===== src/rtl/simd_pkg.sv =====
// simd_pkg: opcode and sequencer-state enums, instruction field layout and packed instruction word shared by sequencer and PE decoder
package simd_pkg;
  localparam int INS_W = 64;
  localparam int OP_MSB = 63, OP_LSB = 60;
  localparam int DST_MSB = 59, DST_LSB = 49;
  localparam int SRCA_MSB = 48, SRCA_LSB = 38;
  localparam int SRCB_MSB = 37, SRCB_LSB = 27;
  localparam int LANE_MSB = 26, LANE_LSB = 23;
  localparam int RSVD_MSB = 22, RSVD_LSB = 16;
  localparam int CNT_MSB = 15, CNT_LSB = 0;
  typedef enum logic [3:0] {
    OP_NOP = 4'h0, OP_ADD = 4'h1, OP_SUB = 4'h2, OP_MUL = 4'h3,
    OP_MAC = 4'h4, OP_MOV = 4'h5, OP_LOOP = 4'hE, OP_HALT = 4'hF
  } opcode_e;
  typedef enum logic [2:0] {S_IDLE, S_FETCH, S_WAIT, S_EXEC, S_DRAIN, S_DONE} seq_state_e;
  typedef struct packed {
    logic [OP_MSB-OP_LSB:0]     op;
    logic [DST_MSB-DST_LSB:0]   dst;
    logic [SRCA_MSB-SRCA_LSB:0] src_a;
    logic [SRCB_MSB-SRCB_LSB:0] src_b;
    logic [LANE_MSB-LANE_LSB:0] lane_en;
    logic [RSVD_MSB-RSVD_LSB:0] rsvd;
    logic [CNT_MSB-CNT_LSB:0]   count;
  } instr_t;
endpackage


===== src/rtl/simd_instr_decode.sv =====
// simd_instr_decode: splits an instruction word into fields and classifies the opcode (issue/loop/halt/illegal)
module simd_instr_decode import simd_pkg::*; (
  input  logic [INS_W-1:0] word,
  output logic [3:0]       op,
  output logic [10:0]      dst,
  output logic [10:0]      src_a,
  output logic [10:0]      src_b,
  output logic [3:0]       lane_en,
  output logic [15:0]      count,
  output logic             is_issue,
  output logic             is_loop,
  output logic             is_halt,
  output logic             illegal
);
  instr_t f;
  logic unused;
  assign f = word;
  assign unused = ^f.rsvd;
  assign op = f.op;
  assign dst = f.dst;
  assign src_a = f.src_a;
  assign src_b = f.src_b;
  assign lane_en = f.lane_en;
  assign count = f.count;
  assign is_issue = f.op inside {OP_ADD, OP_SUB, OP_MUL, OP_MAC, OP_MOV};
  assign is_loop = f.op == OP_LOOP;
  assign is_halt = f.op == OP_HALT;
  assign illegal = !(is_issue || is_loop || is_halt || f.op == OP_NOP);
endmodule


===== src/rtl/simd_sequencer.sv =====
// simd_sequencer: fetch/issue sequencer with one hardware loop; ports: clk/rstn, in_data_valid start, stall, ins_* BRAM read, issue_* handshake, pe_busy, busy/out_data_valid/err_illegal status
module simd_sequencer import simd_pkg::*; #(
  parameter int PE_COUNT = 4,
  parameter int INS_ADDR_WIDTH = 11,
  parameter int INS_WIDTH = 64,
  parameter int ADDR_WIDTH = 11
) (
  input  logic                      clk,
  input  logic                      rstn,
  input  logic                      in_data_valid,
  input  logic                      stall,
  output logic                      ins_en,
  output logic [INS_ADDR_WIDTH-1:0] ins_addr,
  input  logic [INS_WIDTH-1:0]      ins_rdata,
  output logic                      issue_valid,
  input  logic                      issue_ready,
  output logic [3:0]                issue_op,
  output logic [ADDR_WIDTH-1:0]     issue_dst,
  output logic [ADDR_WIDTH-1:0]     issue_src_a,
  output logic [ADDR_WIDTH-1:0]     issue_src_b,
  output logic [PE_COUNT-1:0]       issue_lane_en,
  input  logic                      pe_busy,
  output logic                      busy,
  output logic                      out_data_valid,
  output logic                      err_illegal
);
  seq_state_e state, state_n;
  logic [INS_ADDR_WIDTH-1:0] pc, pc_n;
  logic [15:0] cnt, cnt_n, cnt_eff, count;
  logic [INS_WIDTH-1:0] instr, instr_n;
  logic [10:0] dst, src_a, src_b;
  logic [3:0] lane_en;
  logic loop_active, loop_active_n, err_n, start_q, start;
  logic is_issue, is_loop, is_halt, illegal;
  simd_instr_decode u_dec (
    .word(instr), .op(issue_op), .dst(dst), .src_a(src_a), .src_b(src_b),
    .lane_en(lane_en), .count(count), .is_issue(is_issue), .is_loop(is_loop),
    .is_halt(is_halt), .illegal(illegal)
  );
  assign start = in_data_valid & ~start_q;
  assign cnt_eff = loop_active ? cnt : count;
  assign ins_en = state == S_FETCH && !stall;
  assign ins_addr = pc;
  assign issue_valid = state == S_EXEC && is_issue;
  assign issue_dst = ADDR_WIDTH'(dst);
  assign issue_src_a = ADDR_WIDTH'(src_a);
  assign issue_src_b = ADDR_WIDTH'(src_b);
  assign issue_lane_en = PE_COUNT'(lane_en);
  assign busy = state != S_IDLE && state != S_DONE;
  assign out_data_valid = state == S_DONE;
  always_comb begin
    state_n = state;
    pc_n = pc;
    cnt_n = cnt;
    loop_active_n = loop_active;
    err_n = err_illegal;
    instr_n = instr;
    if (!stall)
      case (state)
        S_IDLE, S_DONE:
          if (start) begin
            state_n = S_FETCH;
            pc_n = '0;
            loop_active_n = 1'b0;
            err_n = 1'b0;
          end
        S_FETCH: state_n = S_WAIT;
        S_WAIT: begin
          state_n = S_EXEC;
          instr_n = ins_rdata;
        end
        S_EXEC:
          if (is_halt || illegal) begin
            state_n = S_DRAIN;
            err_n = err_illegal | illegal;
          end else if (is_loop && cnt_eff != '0) begin
            cnt_n = cnt_eff - 16'd1;
            loop_active_n = 1'b1;
            pc_n = INS_ADDR_WIDTH'(dst);
            state_n = S_FETCH;
          end else if (!is_issue || issue_ready) begin
            // a sequential step off the top of instruction memory is an error, never a wrap
            loop_active_n = loop_active & ~is_loop;
            state_n = &pc ? S_DRAIN : S_FETCH;
            err_n = err_illegal | (&pc);
            pc_n = &pc ? pc : pc + 1'b1;
          end
        S_DRAIN: state_n = pe_busy ? S_DRAIN : S_DONE;
        default: state_n = S_IDLE;
      endcase
  end
  always_ff @(posedge clk or negedge rstn)
    if (!rstn) begin
      state <= S_IDLE;
      pc <= '0;
      cnt <= '0;
      loop_active <= 1'b0;
      err_illegal <= 1'b0;
      instr <= '0;
      start_q <= 1'b0;
    end else begin
      state <= state_n;
      pc <= pc_n;
      cnt <= cnt_n;
      loop_active <= loop_active_n;
      err_illegal <= err_n;
      instr <= instr_n;
      start_q <= stall ? start_q : in_data_valid;
    end
endmodule


===== config.mk =====
export PLATFORM = sky130hd
export DESIGN_NAME = simd_sequencer
export DESIGN_NICKNAME = d
export VERILOG_FILES = /design/src/rtl/simd_pkg.sv /design/src/rtl/simd_instr_decode.sv /design/src/rtl/simd_sequencer.sv
export SDC_FILE = /design/constraint.sdc
export NUM_CORES = 1
export LEC_CHECK = 0
export BUFFER_PORTS_ARGS = -buffer_cell sky130_fd_sc_hd__buf_2
export CORE_AREA = 4 4 100 102
export CTS_BUF_LIST = sky130_fd_sc_hd__clkbuf_8
export CTS_CLUSTER_DIAMETER = 40
export DETAILED_ROUTE_END_ITERATION = 8
export DIE_AREA = 0 0 104 106
export PLACE_DENSITY = 0.94
export SYNTH_ARGS = -nofsm -noshare
export SYNTH_HDL_FRONTEND = slang
export SYNTH_HIERARCHICAL = 1
export SYNTH_SLANG_ARGS = --single-unit

===== constraint.sdc =====
create_clock -name clk -period 5.7 [get_ports clk]
set_input_delay 0.57 -clock clk [delete_from_list [all_inputs] [get_ports clk]]
set_output_delay 0.57 -clock clk [all_outputs]
set_load 0.01 [all_outputs]

==> results of run 1 <==
==> metrics by stage <==
stage / hold slack [ns] / power [mW] / setup slack [ns] / std cells / util, %
floorplan: 0.274 / 2.40 / 2.47 / 495 / -
global placement: 0.369 / 2.49 / 2.18 / 650 / 58.9
detailed placement: 0.371 / 2.59 / 2.09 / 650 / 58.9
CTS: 0.419 / 3.00 / 2.08 / 667 / 61.1
global route: 0.422 / 3.22 / 1.77 / 667 / 61.1
finish: 0.429 / 3.01 / 1.97 / 667 / 61.1
==> final cells by class <==
class / instances / share of cell area [%]
Clock buffer: 9 / 2.23
Clock inverter: 7 / 1.06
Inverter: 8 / 0.540
Multi-Input combinational cell: 318 / 41.7
Sequential cell: 90 / 40.5
Tap cell: 111 / 2.50
Timing Repair Buffer: 124 / 11.5
==> power by group through the flow <==
stage / logic, mW / clock network (mW) / registers (mW)
after floorplan: 1.30 / 0 / 1.10
after global placement: 1.26 / 0 / 1.23
after detailed placement: 1.34 / 0 / 1.25
after CTS: 1.34 / 0.418 / 1.24
after global routing: 1.47 / 0.449 / 1.30
final: 1.35 / 0.412 / 1.25
==> per-layer routing <==
layer  global-route usage (%)  part of all wire (%)  vias to the layer above
met5                        0                     0                        -
met4                     10.2                   3.1                        0
met3                     4.43                   7.5                       40
met2                     37.4                    50                      194
met1                     25.9                    39                     1998
li1                         -                     -                     1877
==> worst min-delay path by stage <==
stage,endpoint,slack (ns)
finish,instr[26],0.43
global route,instr[62],0.42
CTS,instr[52],0.42
detailed placement,instr[27],0.37
global placement,instr[32],0.37
floorplan,cnt[0],0.27
==> repair_timing <==
action,CTS,global route
setup endpoints to repair,0,0
endpoints found under the hold margin,4,0
hold buffers,1,0
resized for setup,0,0
==> registers in the layout, summed over array words and instances (netlist names) <==
signal / count
err_illegal: 1
cnt: 16
instr: 57
ins_addr: 11
loop_active: 1
start_q: 1
state: 3
==> worst register-to-register path, delay by kind of cell (launching register included) <==
kind | cells | cell delay (ns)
compound gates | 4 | 2.12
simple gates | 2 | 0.78
flops | 1 | 0.74
==> placed cells by master, fill, tap and decap left out, types with 3 or more instances in the layout <==
cell / instances
buf_4: 5
o21ai_0: 17
o31ai_1: 6
nand3_1: 8
xor2_1: 12
and2_1: 3
nor4_1: 6
a2bb2oi_1: 4
or4_1: 3
a211oi_1: 3
a22o_1: 3
nor2b_1: 3
dfrtp_1: 90
buf_2: 118
nand4_1: 8
o22ai_1: 8
a21oi_1: 27
and3b_1: 3
nor3b_1: 6
a21o_1: 5
nor2_1: 18
o21ai_1: 10
nand2_1: 23
nand3b_1: 3
nor3_1: 29
xnor2_1: 3
ha_1: 3
clkbuf_8: 9
inv_1: 8
mux2_2: 59
mux2i_1: 7
inv_6: 3
==> summary.md, run 1 <==
| Metric | Value |
|---|---|
| RSZ-0062 raised after global routing | `no` |
| Mapped cell area | `5110 sq um` |
| R2R cell count | `6` |
| Reg-to-reg startpoint | `loop_active` |
| FP Rows | `35` |
| Gr ovfl total | `0` |
| Buffers on Ports | `119` |
| Layout area overhead | `8.84%` |
| Pint | `1.73 mW` |
| Vias in the first global route | `4,142` |
| Largest net degree at the start of global routing | `87` |
| Seq. cell area | `2250 sq um` |
| Setup TNS | `0 ns` |
| Maximum VDD drop | `296 uV` |
| Initial core utilization | `56.1%` |
| CP top delay family | `compound AO/OA/AOI/OAI gates` |
| Tcrit/Tclk final | `65.4%` |
| Global-route wire length before repair | `19,700 microns` |
| LEAKAGE | `2.50 nW` |
| I/O pins | `127` |
| Syn Area/Cell | `10.3 sq um` |
| Vias | `4,109` |
| Detailed placement HPWL | `8620 microns` |
| Number of vias per cell | `6.16` |
| Antenna Nets Post-Route | `0` |
| Sequential cell fraction of total power | `41.6%` |
| Worst reg2reg endpoint | `ins_addr[9]` |
| Cells after Synth | `495` |
| Normalized max-slew margin | `29.9%` |
| Die width | `104 microns` |
| Hold depth | `2` |
| Outcome | `completed` |
| Worst Skew | `0.0144 ns` |
| Initial antenna violation count | `0` |
| Pwr dens | `541 nW/um^2` |
| Clk network pwr share | `13.7%` |
| Crit end category | `flip-flop` |
| Switching share of power | `42.5%` |
| Clock buffer count from CTS | `9` |
| Worst setup SP type | `flip-flop` |
| Clk_lat worst skew | `0.37 ns` |
| Clock-pin slew of the registers on the worst-case setup and hold paths | `0.10 ns` |
| CP cell instances | `or4b_1 > a222oi_1 > a32oi_1 > o21ai_2 > nor2_1 > a221o_1` |
| Routability cong. | `0.901` |
| Crit-path slowest cell | `a222oi_1` |
| Hold_sp | `ins_rdata[26]` |
| Initial DRC count | `391` |
| # setup viols final | `0` |
| Total Routing Usage GR | `21.6%` |
| DRC viols | `0` |
| CTS tree | `built` |
| WP buf/inv | `0` |
| Synthesized Nets | `568` |
| Die H | `106 microns` |
| YS warnings | `6` |
| Critical path class | `flip-flop to flip-flop` |
| CP Capture Point | `ins_addr[9]` |
| Avg WL per Cell | `17.6 microns` |
| Share of cells above drive strength 1 | `37.9%` |
| Min cycle time layout | `3.73 ns` |
| # Max-Cap Violations | `0` |
| Slew Limit Fails | `0` |
| Antenna Cells | `0` |
| Crit. Startpoint | `loop_active` |
| Max incr delay on CP | `0.87 ns` |
| DP Area | `5370 sq um` |
| Clk buf depth | `2` |
| Root Driver | `clkbuf_8` |
| Fmax | `268 MHz` |
| Worst endpoint required time | `5.96 ns` |
| Postcts setup bufs | `0` |
| Final instance area | `5560 sq um` |
| First-pass DRT Iterations | `5` |
| Die area | `11,000 sq um` |
| Sw power | `1.28 mW` |
| Total Wirelength | `11,800 microns` |
| CTS H-tree depth | `3` |
| Comb pwr share | `44.7%` |
| Clock sink count | `90` |
| Nets@finish | `624` |
| Area of the multi-input gates | `2320 sq um` |
| Fill cell count | `728` |
| FF-to-FF setup slack | `1.97 ns` |
| Actual slew at the worst max-slew pin | `1.05 ns` |
| Critical Path AT | `3.99 ns` |
| Hold Crit Class | `primary input to flip-flop` |
| Core area | `9110 sq um` |
| Final hold vios | `0` |
| CP max FO | `23` |
| CP Depth | `6` |
Note: power is estimated with default switching activity, not from simulation.
==> run 2: changes to the inputs <==
CORE_AREA = 4 4 103 105   (was 4 4 100 102)
DIE_AREA = 0 0 107 109   (was 0 0 104 106)
PLACE_DENSITY = 0.9   (was 0.94)
clock period = 3.8 ns   (was 5.7 ns; I/O delays follow)
==> run 2 against run 1 <==
Net effect:
- sequential share of layout area is 0.30 points lower
- worst setup slack worse by 1.5 ns
- utilization is 2.9 points lower
- first-iteration DRC count is 1.5% lower
- routed wire length hardly changed
- power is 50% higher
- register-to-register slack worse by 1.5 ns
- non-clock buffer count is 2 higher
- largest cell class unchanged
- largest power group unchanged
==> summary.md, run 2 (synthesis gave the netlist of run 1 again) <==
| Metric | Value |
|---|---|
| Vias in the first global route | `4,052` |
| Die H | `109 microns` |
| Hold-fix buffers, CTS | `0` |
| Max FFs per register | `57` |
| CP cell instances | `or4b_1 > a222oi_1 > buf_4 > a31oi_2 > nand3_1 > nor2_1 > a211o_1` |
| Worst endpoint required time | `4.05 ns` |
| # Max-Cap Violations | `0` |
| Core area | `9640 sq um` |
| Avg WL per Cell | `17.0 microns` |
| Normalized max-slew margin | `37.1%` |
| Clock sink count | `90` |
| Overall Power | `4.51 mW` |
| Crit-path slowest cell | `dfrtp_1` |
| Initial core utilization | `53.0%` |
| WP buf/inv | `1` |
| Worst Skew | `0.0201 ns` |
| Commonest non-fill, non-tap cell in the layout | `buf_2` |
| CP max FO | `27` |
| Clk network pwr share | `13.8%` |
| Min cycle time layout | `3.35 ns` |
| RSZ-0062 raised after global routing | `no` |
| Initial antenna violation count | `0` |
| Clock buffer count from CTS | `9` |
| Final instance area | `5600 sq um` |
| Total Wirelength | `11,800 microns` |
| Share of cells above drive strength 1 | `38.4%` |
| Post-Place Cells | `675` |
| Post-cts resize count | `0` |
| Clk buf depth | `2` |
| Pwr dens | `805 nW/um^2` |
| # setup viols final | `0` |
| Sequential cell fraction of total power | `41.8%` |
| DP Area | `5420 sq um` |
| Tcrit/Tclk final | `88.2%` |
| Die area | `11,700 sq um` |
| Number of vias per cell | `5.88` |
| Post-Layout Cell Count | `691` |
| Final hold vios | `0` |
| DRC viols | `0` |
| I/O pins | `127` |
| Die width | `107 microns` |
| Critical path class | `flip-flop to flip-flop` |
| Postcts setup bufs | `0` |
| Antenna Nets Post-Route | `0` |
| Outcome | `completed` |
| Gr ovfl total | `0` |
| Hold_ws | `0.112 ns` |
| Clock-pin slew of the registers on the worst-case setup and hold paths | `0.10 ns` |
| Max incr delay on CP | `0.91 ns` |
| Sw power | `1.89 mW` |
| Nets@finish | `626` |
| FP Rows | `36` |
| Slew Limit Fails | `0` |
| First-pass DRT Iterations | `6` |
| LEAKAGE | `2.51 nW` |
| Vias | `4,062` |
| Critical Path AT | `3.60 ns` |
| Switching share of power | `41.9%` |
| Dpl ws | `0.636 ns` |
| Setup TNS | `0 ns` |
| Fmax | `298 MHz` |
| CTS tree | `built` |
| Crit end category | `flip-flop` |
| Most frequent cells in the layout | `buf_2, dfrtp_1, mux2_2` |
| Largest net degree at the start of global routing | `69` |
| Maximum VDD drop | `434 uV` |
| CTS H-tree depth | `3` |
| Layout area overhead | `9.65%` |
| Initial DRC count | `385` |
| Buffers on Ports | `119` |
| Actual slew at the worst max-slew pin | `0.940 ns` |
| Global-route wire length before repair | `19,900 microns` |
| Total Routing Usage GR | `21.1%` |
| Routability cong. | `0.913` |
| Biggest register | `instr` |
| Worst setup SP type | `flip-flop` |
| Hold Crit Class | `primary input to asynchronous set/reset pin` |
| Worst setup margin | `0.448 ns` |
| Comb pwr share | `44.5%` |
| Root Driver | `clkbuf_8` |
| Detailed placement HPWL | `8540 microns` |
| Antenna Cells | `0` |
| Pint | `2.62 mW` |
| CP top delay family | `simple AND/OR/NAND/NOR gates` |
| Clk_lat worst skew | `0.37 ns` |
| Core Util, Final | `58.1%` |
[run 2: final cells by class]
type                    instances  area [sq um]
inverters                       8          30.0
flip-flops and latches         90          2250
fillers                       809          4040
well taps                     133           166
clock buffers                  10           138
repair buffers                126           651
multi-input cells             318          2320
clock inverters                 6          46.3
[run 2: worst paths after layout]
path | to | cells after the start | from | slack, ns
min | instr[45] | 1 | rstn | 0.11
max in group asynchronous | instr[2] | 2 | rstn | 2.86
max reg2reg | cnt[8] | 7 | loop_active | 0.45
min reg2reg | instr[42] | 1 | instr[42] | 0.51
max | cnt[8] | 7 | loop_active | 0.45
min in group clk | instr[45] | 2 | ins_rdata[45] | 0.24
[run 2: power by group through the flow]
| stage | clock network [mW] | registers (mW) | logic [mW] |
|---|---|---|---|
| floorplan | 0 | 1.65 | 1.95 |
| global placement | 0 | 1.85 | 1.91 |
| detailed placement | 0 | 1.89 | 2.00 |
| CTS | 0.630 | 1.87 | 2.00 |
| global route | 0.670 | 1.95 | 2.21 |
| finish | 0.620 | 1.88 | 2.01 |
[run 2: metal layers]
metal  GRT usage [%]  part of all wire, %  routed length (microns)
met1            26.9                   40                     4750
met2            35.1                   50                     5860
met3            5.15                  7.4                      876
met4            7.95                  2.4                      284
met5               0                    0                        0
